<file path="config.mk">
export PLATFORM = sky130hd
export DESIGN_NAME = swizzle_load_sequencer_flat
export DESIGN_NICKNAME = d
export VERILOG_FILES = /design/src/rtl/swizzle_pkg.sv /design/src/rtl/swizzle_load_sequencer_if.sv /design/src/rtl/swz_beat_reg.sv /design/src/rtl/swizzle_load_sequencer.sv /design/src/flat_wrapper.sv
export SDC_FILE = /design/constraint.sdc
export NUM_CORES = 1
export LEC_CHECK = 0
export ABC_AREA = 1
export BUFFER_PORTS_ARGS = -buffer_cell sky130_fd_sc_hd__buf_4
export CORE_ASPECT_RATIO = 0.8
export CORE_MARGIN = 2
export CORE_UTILIZATION = 52
export CTS_CLUSTER_SIZE = 12
export DETAILED_ROUTE_END_ITERATION = 8
export HOLD_SLACK_MARGIN = 0.05
export PLACE_DENSITY = 0.88
export SETUP_SLACK_MARGIN = 0.05
export SLEW_MARGIN = 20
export SYNTH_ARGS = -nofsm -noshare
export SYNTH_HDL_FRONTEND = slang
export SYNTH_SLANG_ARGS = --single-unit
</file>
<file path="constraint.sdc">
create_clock -name clk -period 2.1 [get_ports clk]
set_clock_uncertainty 0.1 [all_clocks]
set_input_delay 0.63 -clock clk [delete_from_list [all_inputs] [get_ports clk]]
set_output_delay 0.63 -clock clk [all_outputs]
set_load 0.05 [all_outputs]
</file>
<file path="src/rtl/swizzle_pkg.sv">
// Shared constants, FSM state encoding and descriptor helpers for the
// swizzle DRAM-to-CRAM load path.
package swizzle_pkg;

  localparam int MEM_CTRL_DWIDTH         = 40;
  localparam int RAM_PORT_AWIDTH         = 9;
  localparam int LOG_NUM_CRAMS           = 4;
  localparam int RAM_ADDR_WIDTH          = RAM_PORT_AWIDTH + LOG_NUM_CRAMS;
  localparam int COUNT_TO_SWITCH_BUFFERS = 40;
  localparam int BURST_LEN               = 2 * COUNT_TO_SWITCH_BUFFERS;
  localparam int DRAM_AWIDTH             = 32;
  localparam int LOG_MAX_BURSTS          = 8;
  localparam int BEAT_CNT_WIDTH          = 8;

  typedef enum logic [1:0] {
    IDLE   = 2'd0,
    REQ    = 2'd1,
    STREAM = 2'd2,
    FLUSH  = 2'd3
  } seq_state_e;

  // A zero burst count still moves one burst.
  function automatic logic [LOG_MAX_BURSTS-1:0] burst_count(input logic [LOG_MAX_BURSTS-1:0] n);
    logic [LOG_MAX_BURSTS-1:0] r;
    if (n == {LOG_MAX_BURSTS{1'b0}}) begin
      r = LOG_MAX_BURSTS'(1);
    end else begin
      r = n;
    end
    return r;
  endfunction

endpackage

</file>
<file path="src/rtl/swizzle_load_sequencer_if.sv">
// Job command, DRAM request/read and swizzle-facing signals of the load sequencer.
interface swizzle_load_sequencer_if;
  import swizzle_pkg::*;

  logic                      cmd_valid;
  logic                      cmd_ready;
  logic [DRAM_AWIDTH-1:0]    cmd_dram_base;
  logic [RAM_ADDR_WIDTH-1:0] cmd_cram_start;
  logic [RAM_ADDR_WIDTH-1:0] cmd_cram_stride;
  logic [LOG_MAX_BURSTS-1:0] cmd_num_bursts;

  logic                       dram_req_valid;
  logic                       dram_req_ready;
  logic [DRAM_AWIDTH-1:0]     dram_req_addr;
  logic                       dram_rd_valid;
  logic [MEM_CTRL_DWIDTH-1:0] dram_rd_data;
  logic                       dram_rd_last;

  logic                       swz_data_valid;
  logic [MEM_CTRL_DWIDTH-1:0] swz_data;
  logic                       swz_data_last;
  logic [RAM_ADDR_WIDTH-1:0]  swz_ram_start_addr;
  logic                       swz_ready;

  logic busy;
  logic done;
  logic err;

  modport master (
    input  cmd_valid, cmd_dram_base, cmd_cram_start, cmd_cram_stride, cmd_num_bursts,
    input  dram_req_ready, dram_rd_valid, dram_rd_data, dram_rd_last, swz_ready,
    output cmd_ready, dram_req_valid, dram_req_addr,
    output swz_data_valid, swz_data, swz_data_last, swz_ram_start_addr,
    output busy, done, err
  );

  modport slave (
    output cmd_valid, cmd_dram_base, cmd_cram_start, cmd_cram_stride, cmd_num_bursts,
    output dram_req_ready, dram_rd_valid, dram_rd_data, dram_rd_last, swz_ready,
    input  cmd_ready, dram_req_valid, dram_req_addr,
    input  swz_data_valid, swz_data, swz_data_last, swz_ram_start_addr,
    input  busy, done, err
  );

endinterface

</file>
<file path="src/rtl/swz_beat_reg.sv">
// One-cycle output register for DRAM read beats, with per-burst beat counter
// and burst-length check that terminates a burst early or late.
module swz_beat_reg
  import swizzle_pkg::*;
#(
  parameter int BURST_LEN = swizzle_pkg::BURST_LEN
) (
  input  logic                       clk,
  input  logic                       resetn,
  input  logic                       clr_cnt_s,
  input  logic                       in_stream_s,
  input  logic                       rd_valid,
  input  logic [MEM_CTRL_DWIDTH-1:0] rd_data,
  input  logic                       rd_last,
  output logic                       data_valid_r,
  output logic [MEM_CTRL_DWIDTH-1:0] data_r,
  output logic                       data_last_r,
  output logic                       burst_end_s,
  output logic                       len_err_s
);

  localparam logic [BEAT_CNT_WIDTH-1:0] LAST_IDX = BEAT_CNT_WIDTH'(BURST_LEN - 1);

  logic                      accept_s;
  logic                      at_max_s;
  logic [BEAT_CNT_WIDTH-1:0] beat_cnt_r;

  // Classify the current beat: a burst ends on last or on the final index, and mismatch is an error.
  always_comb begin
    accept_s = in_stream_s & rd_valid;
    at_max_s = (beat_cnt_r == LAST_IDX);
    if (accept_s) begin
      burst_end_s = rd_last | at_max_s;
      len_err_s   = rd_last ^ at_max_s;
    end else begin
      burst_end_s = 1'b0;
      len_err_s   = 1'b0;
    end
  end

  // Output register and beat counter.
  always_ff @(posedge clk or negedge resetn) begin
    if (!resetn) begin
      data_valid_r <= 1'b0;
      data_r       <= {MEM_CTRL_DWIDTH{1'b0}};
      data_last_r  <= 1'b0;
      beat_cnt_r   <= {BEAT_CNT_WIDTH{1'b0}};
    end else begin
      data_valid_r <= accept_s;
      data_last_r  <= burst_end_s;
      if (accept_s) begin
        data_r <= rd_data;
      end
      if (clr_cnt_s) begin
        beat_cnt_r <= {BEAT_CNT_WIDTH{1'b0}};
      end else if (accept_s) begin
        beat_cnt_r <= beat_cnt_r + BEAT_CNT_WIDTH'(1);
      end
    end
  end

endmodule

</file>
<file path="src/rtl/swizzle_load_sequencer.sv">
// Splits a DRAM-to-CRAM load job into fixed-length bursts, forwards read beats
// to the swizzle and steps the CRAM start address between flushed bursts.
module swizzle_load_sequencer
  import swizzle_pkg::*;
#(
  parameter int BURST_LEN = swizzle_pkg::BURST_LEN
) (
  input logic                      clk,
  input logic                      resetn,
  swizzle_load_sequencer_if.master bus
);

  seq_state_e                state_r;
  seq_state_e                state_nxt_s;
  logic                      flush_first_r;
  logic                      clr_cnt_s;
  logic                      advance_s;
  logic                      last_burst_s;
  logic                      stray_beat_s;
  logic                      burst_end_s;
  logic                      len_err_s;
  logic                      cmd_ready_r;
  logic                      busy_r;
  logic                      done_r;
  logic                      err_r;
  logic                      dram_req_valid_r;
  logic [DRAM_AWIDTH-1:0]    addr_r;
  logic [RAM_ADDR_WIDTH-1:0] cram_r;
  logic [RAM_ADDR_WIDTH-1:0] stride_r;
  logic [LOG_MAX_BURSTS-1:0] bursts_left_r;

  swz_beat_reg #(.BURST_LEN(BURST_LEN)) u_beat_reg (
    .clk          (clk),
    .resetn       (resetn),
    .clr_cnt_s    (clr_cnt_s),
    .in_stream_s  (state_r == STREAM),
    .rd_valid     (bus.dram_rd_valid),
    .rd_data      (bus.dram_rd_data),
    .rd_last      (bus.dram_rd_last),
    .data_valid_r (bus.swz_data_valid),
    .data_r       (bus.swz_data),
    .data_last_r  (bus.swz_data_last),
    .burst_end_s  (burst_end_s),
    .len_err_s    (len_err_s)
  );

  // Next-state decode; a FLUSH exit is blocked during its first cycle while the swizzle sees the last beat.
  always_comb begin
    state_nxt_s  = state_r;
    clr_cnt_s    = 1'b0;
    advance_s    = 1'b0;
    last_burst_s = (bursts_left_r == LOG_MAX_BURSTS'(1));
    stray_beat_s = bus.dram_rd_valid & (state_r != STREAM);
    case (state_r)
      IDLE: begin
        if (bus.cmd_valid) begin
          state_nxt_s = REQ;
        end else begin
          state_nxt_s = IDLE;
        end
      end
      REQ: begin
        if (bus.dram_req_ready) begin
          state_nxt_s = STREAM;
          clr_cnt_s   = 1'b1;
        end else begin
          state_nxt_s = REQ;
        end
      end
      STREAM: begin
        if (burst_end_s) begin
          state_nxt_s = FLUSH;
        end else begin
          state_nxt_s = STREAM;
        end
      end
      FLUSH: begin
        if (!flush_first_r && bus.swz_ready) begin
          advance_s = 1'b1;
          if (last_burst_s) begin
            state_nxt_s = IDLE;
          end else begin
            state_nxt_s = REQ;
          end
        end else begin
          state_nxt_s = FLUSH;
        end
      end
      default: state_nxt_s = IDLE;
    endcase
  end

  // FSM state register.
  always_ff @(posedge clk or negedge resetn) begin
    if (!resetn) begin
      state_r <= IDLE;
    end else begin
      state_r <= state_nxt_s;
    end
  end

  // Registered status outputs, descriptor/address tracking and sticky error.
  always_ff @(posedge clk or negedge resetn) begin
    if (!resetn) begin
      flush_first_r    <= 1'b0;
      cmd_ready_r      <= 1'b1;
      busy_r           <= 1'b0;
      done_r           <= 1'b0;
      err_r            <= 1'b0;
      dram_req_valid_r <= 1'b0;
      addr_r           <= {DRAM_AWIDTH{1'b0}};
      cram_r           <= {RAM_ADDR_WIDTH{1'b0}};
      stride_r         <= {RAM_ADDR_WIDTH{1'b0}};
      bursts_left_r    <= {LOG_MAX_BURSTS{1'b0}};
    end else begin
      flush_first_r    <= (state_r == STREAM);
      cmd_ready_r      <= (state_nxt_s == IDLE);
      busy_r           <= (state_nxt_s != IDLE);
      dram_req_valid_r <= (state_nxt_s == REQ);
      done_r           <= advance_s & last_burst_s;
      if (state_r == IDLE && bus.cmd_valid) begin
        addr_r        <= bus.cmd_dram_base;
        cram_r        <= bus.cmd_cram_start;
        stride_r      <= bus.cmd_cram_stride;
        bursts_left_r <= burst_count(bus.cmd_num_bursts);
      end else if (advance_s) begin
        addr_r        <= addr_r + DRAM_AWIDTH'(BURST_LEN);
        cram_r        <= cram_r + stride_r;
        bursts_left_r <= bursts_left_r - LOG_MAX_BURSTS'(1);
      end
      if (len_err_s || stray_beat_s) begin
        err_r <= 1'b1;
      end
    end
  end

  assign bus.cmd_ready          = cmd_ready_r;
  assign bus.busy               = busy_r;
  assign bus.done               = done_r;
  assign bus.err                = err_r;
  assign bus.dram_req_valid     = dram_req_valid_r;
  assign bus.dram_req_addr      = addr_r;
  assign bus.swz_ram_start_addr = cram_r;

endmodule

</file>
<file path="src/flat_wrapper.sv">
// flat-port wrapper written by rule: the top's interface ports become plain ports
module swizzle_load_sequencer_flat import swizzle_pkg::*;
#(
  parameter int BURST_LEN = swizzle_pkg::BURST_LEN
)
  (clk, resetn, bus_cmd_valid, bus_cmd_dram_base, bus_cmd_cram_start, bus_cmd_cram_stride, bus_cmd_num_bursts, bus_dram_req_ready, bus_dram_rd_valid, bus_dram_rd_data, bus_dram_rd_last, bus_swz_ready, bus_cmd_ready, bus_dram_req_valid, bus_dram_req_addr, bus_swz_data_valid, bus_swz_data, bus_swz_data_last, bus_swz_ram_start_addr, bus_busy, bus_done, bus_err);
  swizzle_load_sequencer_if bus_i ();
  input logic clk;
  input logic resetn;
  input wire logic [$bits(bus_i.cmd_valid)-1:0] bus_cmd_valid;
  input wire logic [$bits(bus_i.cmd_dram_base)-1:0] bus_cmd_dram_base;
  input wire logic [$bits(bus_i.cmd_cram_start)-1:0] bus_cmd_cram_start;
  input wire logic [$bits(bus_i.cmd_cram_stride)-1:0] bus_cmd_cram_stride;
  input wire logic [$bits(bus_i.cmd_num_bursts)-1:0] bus_cmd_num_bursts;
  input wire logic [$bits(bus_i.dram_req_ready)-1:0] bus_dram_req_ready;
  input wire logic [$bits(bus_i.dram_rd_valid)-1:0] bus_dram_rd_valid;
  input wire logic [$bits(bus_i.dram_rd_data)-1:0] bus_dram_rd_data;
  input wire logic [$bits(bus_i.dram_rd_last)-1:0] bus_dram_rd_last;
  input wire logic [$bits(bus_i.swz_ready)-1:0] bus_swz_ready;
  output wire logic [$bits(bus_i.cmd_ready)-1:0] bus_cmd_ready;
  output wire logic [$bits(bus_i.dram_req_valid)-1:0] bus_dram_req_valid;
  output wire logic [$bits(bus_i.dram_req_addr)-1:0] bus_dram_req_addr;
  output wire logic [$bits(bus_i.swz_data_valid)-1:0] bus_swz_data_valid;
  output wire logic [$bits(bus_i.swz_data)-1:0] bus_swz_data;
  output wire logic [$bits(bus_i.swz_data_last)-1:0] bus_swz_data_last;
  output wire logic [$bits(bus_i.swz_ram_start_addr)-1:0] bus_swz_ram_start_addr;
  output wire logic [$bits(bus_i.busy)-1:0] bus_busy;
  output wire logic [$bits(bus_i.done)-1:0] bus_done;
  output wire logic [$bits(bus_i.err)-1:0] bus_err;
  assign bus_i.cmd_valid = bus_cmd_valid;
  assign bus_i.cmd_dram_base = bus_cmd_dram_base;
  assign bus_i.cmd_cram_start = bus_cmd_cram_start;
  assign bus_i.cmd_cram_stride = bus_cmd_cram_stride;
  assign bus_i.cmd_num_bursts = bus_cmd_num_bursts;
  assign bus_i.dram_req_ready = bus_dram_req_ready;
  assign bus_i.dram_rd_valid = bus_dram_rd_valid;
  assign bus_i.dram_rd_data = bus_dram_rd_data;
  assign bus_i.dram_rd_last = bus_dram_rd_last;
  assign bus_i.swz_ready = bus_swz_ready;
  assign bus_cmd_ready = bus_i.cmd_ready;
  assign bus_dram_req_valid = bus_i.dram_req_valid;
  assign bus_dram_req_addr = bus_i.dram_req_addr;
  assign bus_swz_data_valid = bus_i.swz_data_valid;
  assign bus_swz_data = bus_i.swz_data;
  assign bus_swz_data_last = bus_i.swz_data_last;
  assign bus_swz_ram_start_addr = bus_i.swz_ram_start_addr;
  assign bus_busy = bus_i.busy;
  assign bus_done = bus_i.done;
  assign bus_err = bus_i.err;
  swizzle_load_sequencer #(.BURST_LEN(BURST_LEN)) u_core (.clk(clk), .resetn(resetn), .bus(bus_i));
endmodule
</file>
==> results.ini <==
[power_and_ir_drop]
seqPwrFrac_pct = 27.0
power_switching_uw = 8120
ir_drop_mv = 1.27
p_comb_share_pct = 54.7
power_uw = 16200
p_clk_share_pct = 18.3
switching_share_pct = 50.0
leakagePower_uw = 0.00485
p_int_uw = 8130
p_per_area_nw_per_um2 = 1790

[timing]
holdWs_ns = 0.304
setup_violations = 0
max_freq_ghz = 0.521
drv_slew = 0
tns_ns = 0
rsz0062_at_grt = false
max_slew_margin_pct = 73.9
min_period_ns = 1.92
period_share_pct = 91.5
worstMarginPinSlew_ns = 0.392
hold_viol = 0

[yosys]
yosysWarnings = 0
syn_inst = 897
synth_edf_count = 0
yosys.cell_types.count = 38
syn_area_per_cell_sq_um = 7.43
synthFlopType = dfrtp_1
syn-num-nets = 1028
netlist.top_cell.by_area = dfrtp_1
ys_ff_latch = 124
syn_area_sq_um = 6670
ys_top_cells_by_area = dfrtp_1 (46%), nand2_1 (21%), nor2_1 (4.6%)
synth_seq_area_share_pct = 46.6
synth-async-reset-ratio_pct = 100
yosysTopAreaCellShare_pct = 46.2

[worst_setup_path]
crit_cells = 10
r2r_cells = 10
critical_path.max_stage_delay_ns = 0.40
r2r_end = u_core.bus.swz_ram_start_addr[12]
cp-startpoint = u_core.bus.swz_ram_start_addr[0]
crit_end = u_core.bus.swz_ram_start_addr[12]
critical_path_class = flip-flop to flip-flop
crit_family = simple AND/OR/NAND/NOR gates
required_ns = 2.31
crit_path_start_kind = flip-flop
cpMaxStageDelayCell = dfrtp_1
ff2ff_setup_slack_ns = 0.18
crit_chain = ha_1, fa_2, nand3_1, nand2_1, nand3_1, nand3_1, nand2_1, nand3_1, nand2_1, nand2_1
rr_startpoint = u_core.bus.swz_ram_start_addr[0]
cp.arrival_ns = 2.13
crit_fanout = 4
crit_buf_inv = 0
end_kind = flip-flop

[clock_network]
clockRootBuffer = clkbuf_16
clock_sinks = 124
cts-buffers-inserted = 17
path_clk_slew_ns = 0.06
cts_tree = built
clock_latency_ns = 0.42
cts_setup_buffers = 0
htree_levels = 4
clockBufferDepth = 2

[global_route]
grt_pass1_wl_um = 30600
antenna_found_initial = 0
grt-busiest-layer = met2
grt_max_degree = 64
grt_pass1_vias = 6480
grt_usage_pct = 28.4
grt_overflow = 0
met3_usage_pct = 9.29
met1_usage_pct = 37.0
met2_usage_pct = 44.0

[floorplan]
start_util_pct = 54.0
core-area_sq_um = 12300
die_w_um = 131
die_area_sq_um = 13700
die_h_um = 105
placementRows = 36
ios = 205

[layout]
final_cells = 1295
final_nets = 1242
n_antenna_cell = 0
drive_gt1_share_pct = 24.8
n_fill_cell = 958
syn2layout_area_growth_pct = 36.0

[routing]
vias_per_cell = 5.22
drtAntennaViolNets = 0
vias = 6761
wl_um = 19000
wl_per_cell_um = 14.7
first_pass_iters = 6
dr.first_iter.drc_count = 510
drcViolationCount = 0

[place]
port_buffers = 204
gp_congestion = 0.962
dp_hpwl_um = 13800
placedCellCount = 1262

[hold_path]
worstHoldPathType = input pin to flip-flop
min-delay-start = bus_dram_rd_data[9]

[outcome]
outcome = finished clean

[flow_run]
cap_violations = 0

power groups by stage:
stage	registers, uW	logic, uW	clock network (uW)
after global placement	4350	8600	0
after detailed placement	4360	8810	0
after floorplan	6880	3620	0
after global routing	4510	9670	3110
after CTS	4360	8850	3000
final	4390	8890	2970
routing by layer:
| metal | up-vias | share of wire, % |
|---|---|---|
| li1 | 3281 | - |
| met2 | 358 | 45 |
| met4 | 0 | 2.7 |
| met3 | 48 | 11 |
| met5 | - | 0 |
| met1 | 3074 | 41 |
cell usage in the layout, fill, tap and decap left out, drive strengths merged, types with 6 or more instances in the layout:
cell type / n
dfrtp: 123
inv: 82
nand3b: 8
ha: 17
o22ai: 11
a21oi: 25
nand2: 370
nand3: 46
nor2: 88
o21ai: 33
xor2: 8
buf: 224
o21bai: 7
clkbuf: 18
nand4: 11
nor3: 7
clkinv: 9
o221ai: 6
cell type report:
class,instances,area [sq um],area share (%)
clock buffers,18,429,4.73
clock inverters,14,170,1.88
well taps,171,214,2.36
repair buffers,225,1730,19.1
multi-input cells,662,3110,34.4
inverters,81,304,3.35
flip-flops and latches,124,3100,34.2
cell families after synthesis:
| family | after synthesis | synth area share (%) |
|---|---|---|
| AO/OA/AOI/OAI | 96 | 8.63 |
| AND/OR/NAND/NOR | 538 | 33.2 |
| buffers and inverters | 111 | 6.83 |
| adder cells (fa/ha/maj) | 18 | 3.49 |
| XOR/XNOR | 10 | 1.31 |
| flip-flops | 124 | 46.6 |
cell usage after synthesis, drive strengths merged (4+ instances only):
cell type,number
nand2,370
dfrtp,123
nor2,88
inv,81
nand3,46
o21ai,33
a21oi,25
buf,20
ha,17
nand4,11
o22ai,11
clkbuf,10
nand3b,8
xor2,8
nor3,7
o21bai,7
o221ai,6
o211ai,5
or2,5
a22o,4
metrics by stage:
step	setup slack (ns)	instance area, sq um	util [%]
finish	0.179	9060	73.4
global route	0.0521	9060	73.4
CTS	0.140	9060	73.4
detailed placement	0.151	8450	68.5
global placement	0.213	8450	68.5
floorplan	0.0630	6670	-
tightest hold or removal path, stage by stage:
cell and delay, ns:
buf_4 0.08, nand2_1 0.04, nand2_1 0.05
worst min path at each step:
stage / to / slack [ns] / cells past startpoint
after floorplan: u_core.bursts_left_r[0] / 0.23 / 0
after global placement: u_core.u_beat_reg.data_r[19] / 0.36 / 2
after detailed placement: u_core.u_beat_reg.data_r[14] / 0.36 / 2
after CTS: u_core.u_beat_reg.data_r[5] / 0.29 / 3
after global routing: u_core.u_beat_reg.data_r[14] / 0.30 / 3
final: u_core.u_beat_reg.data_r[9] / 0.30 / 3
state kept, by name, summed over array words and instances (netlist names), 2 cells and up:
name                           cells
u_core.bursts_left_r               8
u_core.bus.dram_req_addr          32
u_core.bus.swz_ram_start_addr     13
u_core.state_r                     2
u_core.stride_r                   13
u_core.u_beat_reg.beat_cnt_r       8
u_core.u_beat_reg.data_r          40
timing repair:
item / 4_1_cts / 5_1_grt
hold endpoints to repair: 7 / 0
hold buffers: 1 / 0
endpoints found under the setup margin: 0 / 2
resized for setup: 0 / 1
(Power assumes the default switching activity.)
